$ cat src/rtl/memory_stage_bus.sv
// Memory pipeline stage: E->M pipeline register, valid/ack data-memory bus
// master with timeout abort, and stall/forwarding outputs for the hazard unit.
module memory_stage_bus #(
    parameter int unsigned TIMEOUT_CYCLES = 16
) (
    input  logic        i_Clk,
    input  logic        i_Reset,
    input  logic [31:0] i_ALUResultE,
    input  logic [31:0] i_WriteDataE,
    input  logic [4:0]  i_RdE,
    input  logic [31:0] i_PCPlus4E,
    input  logic        i_RegWriteE,
    input  logic [1:0]  i_ResultSrcE,
    input  logic        i_MemWriteE,
    output logic [31:0] o_ALUResultM,
    output logic [4:0]  o_RdM,
    output logic        o_RegWriteM,
    output logic        o_StallM,
    output logic        o_BusErrM,
    output logic        o_DReq,
    output logic        o_DWe,
    output logic [31:0] o_DAddr,
    output logic [31:0] o_DWData,
    input  logic        i_DAck,
    input  logic [31:0] i_DRData,
    output logic [31:0] o_ReadDataM,
    output logic [31:0] o_PCPlus4M,
    output logic [1:0]  o_ResultSrcM,
    output logic        o_WBEnM
);

    localparam logic [1:0] RS_LOAD = 2'b01;
    localparam logic [7:0] CNT_MAX = 8'(TIMEOUT_CYCLES - 1);

    typedef enum logic {
        IDLE,
        ACCESS
    } state_t;

    state_t      state_q, state_d;
    logic [7:0]  cnt_q, cnt_d;
    logic        bus_err_q, bus_err_d;

    logic [31:0] alu_q;
    logic [31:0] wdata_q;
    logic [4:0]  rd_q;
    logic [31:0] pc4_q;
    logic        regwrite_q;
    logic [1:0]  resultsrc_q;
    logic        memwrite_q;

    logic        access;
    logic        abort;
    logic        stall;
    logic        memop_e;
    logic        load_m;

    // Access status: an ack in the same cycle beats a coincident timeout
    always_comb begin
        access  = (state_q == ACCESS);
        abort   = access & ~i_DAck & (cnt_q == CNT_MAX);
        stall   = access & ~i_DAck & ~abort;
        memop_e = i_MemWriteE | (i_ResultSrcE == RS_LOAD);
        load_m  = (resultsrc_q == RS_LOAD);
    end

    // Next state: stalled accesses hold; otherwise the newly captured
    // instruction decides whether a bus access starts on the next cycle
    always_comb begin
        state_d   = state_q;
        cnt_d     = '0;
        bus_err_d = bus_err_q | abort;
        if (stall) begin
            state_d = ACCESS;
            cnt_d   = cnt_q + 8'd1;
        end else begin
            state_d = memop_e ? ACCESS : IDLE;
        end
    end

    // Sequential state: FSM, wait counter, sticky error and the M register
    always_ff @(posedge i_Clk or negedge i_Reset) begin
        if (!i_Reset) begin
            state_q     <= IDLE;
            cnt_q       <= '0;
            bus_err_q   <= 1'b0;
            alu_q       <= '0;
            wdata_q     <= '0;
            rd_q        <= '0;
            pc4_q       <= '0;
            regwrite_q  <= 1'b0;
            resultsrc_q <= '0;
            memwrite_q  <= 1'b0;
        end else begin
            state_q   <= state_d;
            cnt_q     <= cnt_d;
            bus_err_q <= bus_err_d;
            if (!stall) begin
                alu_q       <= i_ALUResultE;
                wdata_q     <= i_WriteDataE;
                rd_q        <= i_RdE;
                pc4_q       <= i_PCPlus4E;
                regwrite_q  <= i_RegWriteE;
                resultsrc_q <= i_ResultSrcE;
                memwrite_q  <= i_MemWriteE;
            end
        end
    end

    // Bus drive and writeback outputs; bus fields are zeroed when idle
    always_comb begin
        o_DReq      = access;
        o_DAddr     = access ? alu_q   : '0;
        o_DWData    = access ? wdata_q : '0;
        o_DWe       = access & memwrite_q;
        o_StallM    = stall;
        o_ReadDataM = (access & i_DAck & load_m) ? i_DRData : '0;
        o_WBEnM     = regwrite_q & ~stall;
    end

    assign o_ALUResultM = alu_q;
    assign o_RdM        = rd_q;
    assign o_RegWriteM  = regwrite_q;
    assign o_PCPlus4M   = pc4_q;
    assign o_ResultSrcM = resultsrc_q;
    assign o_BusErrM    = bus_err_q;

endmodule

$ cat config.mk
export PLATFORM = sky130hd
export DESIGN_NAME = memory_stage_bus
export DESIGN_NICKNAME = d
export VERILOG_FILES = /design/src/rtl/memory_stage_bus.sv
export SDC_FILE = /design/constraint.sdc
export NUM_CORES = 1
export LEC_CHECK = 0
export CORE_MARGIN = 4
export CORE_UTILIZATION = 40
export DETAILED_ROUTE_END_ITERATION = 10
export GPL_TIMING_DRIVEN = 0
export PLACE_DENSITY = 0.82
export SLEW_MARGIN = 20
export SYNTH_ARGS = -nofsm -noshare
export SYNTH_HDL_FRONTEND = slang
export SYNTH_SLANG_ARGS = --single-unit
$ cat constraint.sdc
create_clock -name i_Clk -period 5 [get_ports i_Clk]
set_input_delay 1.5 -clock i_Clk [delete_from_list [all_inputs] [get_ports i_Clk]]
set_output_delay 1.5 -clock i_Clk [all_outputs]
set_load 0.1 [all_outputs]
==> impl_summary.log <==
INFO  metric result_of_the_run = finished, final reports clean
INFO  metric floorplan.initialDensity = slightly above 40%
INFO  metric synthesis.yosys.warnings = 0
INFO  metric final-instance-count-excl-fill = approximately 900
INFO  metric hold_buffers = 0
INFO  metric grt_remaining_overflow = 0
INFO  metric mappedNetlistArea = ~5100 um^2
INFO  metric r2r.worst_path.cells = 8
INFO  metric design_area = ~9000 um^2
INFO  metric final_antenna_net_count = 0
INFO  metric timing.hold.worst.class = reg2reg
INFO  metric die_area = roughly 15,000 um^2
INFO  metric chipHeight = roughly 120 um
INFO  metric clk_transition_reported_paths = ~0.050 ns
INFO  metric timing_worst_slew_pin_value = 1.03 ns
INFO  metric wirelength = 17,100 um
INFO  metric min_period_over_period = 98.1%
INFO  metric grt_pass1_wl = approximately 26,000 um
INFO  metric antenna_cells_inserted = 0
INFO  metric required = approximately 3.5 ns
INFO  metric p_leak = ~3.7 nW
INFO  metric ys_ff_latch = between 100 and 150
INFO  metric dpl-instance-area = around 8400 um^2
INFO  metric drv.max_cap_violation_count = 0
INFO  metric drc = 0
INFO  metric synthCells = between 300 and 400
INFO  metric finalClockSkew = around 0.0086 ns
INFO  metric final_period_minus_worst_setup_slack = about 4.9 ns
INFO  metric vias_per_cell = 4.83
INFO  metric detailed_place_hpwl = between 10,000 and 15,000 um
INFO  metric port_buffers = 312
INFO  metric drive_gt1_share = 25.1%
INFO  metric drt_iter0_drc = 173
INFO  metric dr.pass1.iters = 4
INFO  metric worst-path-stages = 7
INFO  metric startpoint = i_DAck
INFO  metric top_level_ports = 313
INFO  metric worst_path_most_repeated_cell = buf_2
INFO  metric post-place-ws = -0.634 ns
INFO  metric power.total = about 3.8 mW
INFO  metric total_clock_buffers_created_by_cts = 17
INFO  metric worst-setup-path-type = in2out
INFO  metric grt_start_max_net_pins = 67
INFO  metric power.ir.vdd_worst = 0.347 mV
INFO  metric place.detailed.instances = ~860
INFO  metric cpMaxStageDelayCell = clkdlybuf4s50_1
INFO  metric setup_slack = 0.0939 ns
INFO  metric synth.lib_cells_used.distinct = 27
INFO  metric worst-path-max-fanout = 10
INFO  metric mostFrequentLayoutCell = clkdlybuf4s50_1
INFO  metric number_of_antenna_violations_at_the_first_check_in_global_routing = 0
INFO  metric rsz0062_at_grt = no
INFO  metric last_element_of_the_critical_path = o_WBEnM
INFO  metric core-area = ~12,000 um^2
INFO  metric globalRouteTotalUtil = 23.5%
INFO  metric syn_area_per_cell = approximately 13 um^2
INFO  metric rr_endpoint = o_PCPlus4M[25]
INFO  metric f_max = roughly 200 MHz
INFO  metric worst_setup_path_start_kind = input pin
INFO  metric first_global_vias = about 4,700
INFO  metric maxSlewViolCount = 0
INFO  metric finalWeightedCongestion = 0.806
INFO  metric detail_route.wl_per_cell = ~19 um
INFO  metric die_w = between 100 and 150 um
INFO  metric clock_sink_count = between 100 and 150
INFO  metric most-common-layout-cells = clkdlybuf4s50_1 (277), dfrtp_1 (115), and2_1 (99)
INFO  metric synth-async-reset-ratio = 100%
INFO  metric post_cts.repair.setup_buffers = 0
INFO  metric finalHoldWorstSlack = 0.484 ns
INFO  metric cp_top_family = buffers and inverters
INFO  metric relSlewSlack = 30.9%
INFO  metric cpPeakStageDelay = approximately 0.48 ns
INFO  metric clockRootBuffer = clkbuf_16
INFO  metric regToRegStartpoint = cnt_q[0]
INFO  metric count_of_flip_flops_with_a_built_in_enable_after_synthesis = 0
INFO  metric setup.reg_to_reg.worst_slack = 2.92 ns
INFO  metric clock_insertion_delay_worst_skew = approximately 0.4 ns
INFO  metric critical_path_arrival = between 3 and 4 ns
INFO  metric cts.htree.levels = 4
INFO  metric num_vias = 4,297
INFO  metric hold_start = o_BusErrM
INFO  metric synth_ff_type = dfrtp_1
INFO  metric cp-end-kind = primary output
INFO  metric cts.path.max_buffers = 2
INFO  metric nNetsFinal = between 800 and 900
INFO  metric cts_tree = built
INFO  metric postSynthNetCount = around 520
INFO  metric power_per_cell_area = approximately 430 nW/um^2
INFO  metric cell_row_count = 40
INFO  metric critical_path.n_buffers_inverters = 4
INFO  metric list_of_cells_traversed_by_the_critical_path = clkdlybuf4s50_1 -> nand2b_1 -> a21o_1 -> buf_4 -> buf_2 -> and2_1 -> buf_2
INFO  metric layout_area_overhead = 77.9%
INFO  metric hold_viol = 0
INFO  metric synth.yosys.seq_area_share = 56.9%
INFO  metric setup_viol = 0
## synth_stat cells (all sizes together) (2+ instances only)
master	instances	area share [%]
a21oi	5	0.49
and2	99	12
buf	12	1.5
clkbuf	10	0.74
dfrtp	115	57
inv	4	0.30
mux2	105	24
nand2	4	0.30
nand2b	2	0.25
nand3	2	0.20
nand4	2	0.25
nor2	2	0.15
o21ai	3	0.30
or3	4	0.49
## state kept, by name, summed over array words and instances, names as in the netlist
register / cells
memwrite_q: 1
o_ResultSrcM: 2
o_PCPlus4M: 32
o_RdM: 5
cnt_q: 8
o_ALUResultM: 32
wdata_q: 32
o_BusErrM: 1
o_DReq: 1
o_RegWriteM: 1
## final cells by class
class	count	area, um^2
sequential	115	2880
timing repair buffer	313	3180
buffer	22	113
multi-input combinational	237	2050
inverter	4	15.0
clock buffer	27	533
tap	168	210
clock inverter	4	20.0
fill	865	3210
## kinds of logic (layout without fill, tap and decap cells)
logic type / after synthesis / after routing / share of synthesized area, %
muxes: 105 / 105 / 24.1
buffers and inverters: 26 / 370 / 2.52
adders and majority gates: 1 / 1 / 0.247
DFF: 115 / 115 / 56.9
xor gates and xnor gates: 1 / 1 / 0.173
and+or+nand+nor: 118 / 118 / 14.6
AOI/OAI and AO/OA: 12 / 12 / 1.41
## worst min-delay path by stage
stage                     slack, ns         end  cells after the start
final                          0.48   o_BusErrM                      1
after floorplan                0.47  memwrite_q                      1
after CTS                      0.49   o_BusErrM                      1
after detailed placement       0.47   o_BusErrM                      1
after global routing           0.50   o_BusErrM                      1
after global placement         0.46   o_BusErrM                      1
## routing by layer
metal	global-route usage (%)	part of all wire [%]
met4	7.51	2.0
met3	10.3	9.7
met5	0	0
met2	44.3	55
met1	22.6	33
## metrics by stage
step           TNS [ns]  util [%]
2_1_floorplan         0         -
3_3_place_gp    -236.96      68.7
3_5_place_dp     -13.84      68.9
4_1_cts               0      73.7
5_1_grt               0      73.7
6_report              0      73.7
## power by group
part | internal [mW] | switching (mW) | total, mW
combinational | 0.447 | 1.21 | 1.66
clock | 0.718 | 0.386 | 1.10
sequential | 1.03 | 0.0581 | 1.09
## repair_timing
item | CTS | global route
gates resized for setup | 100 | 2
cloned | 0 | 0
endpoints found under the setup margin | 34 | 1
Power figures use the tool's default switching activity.
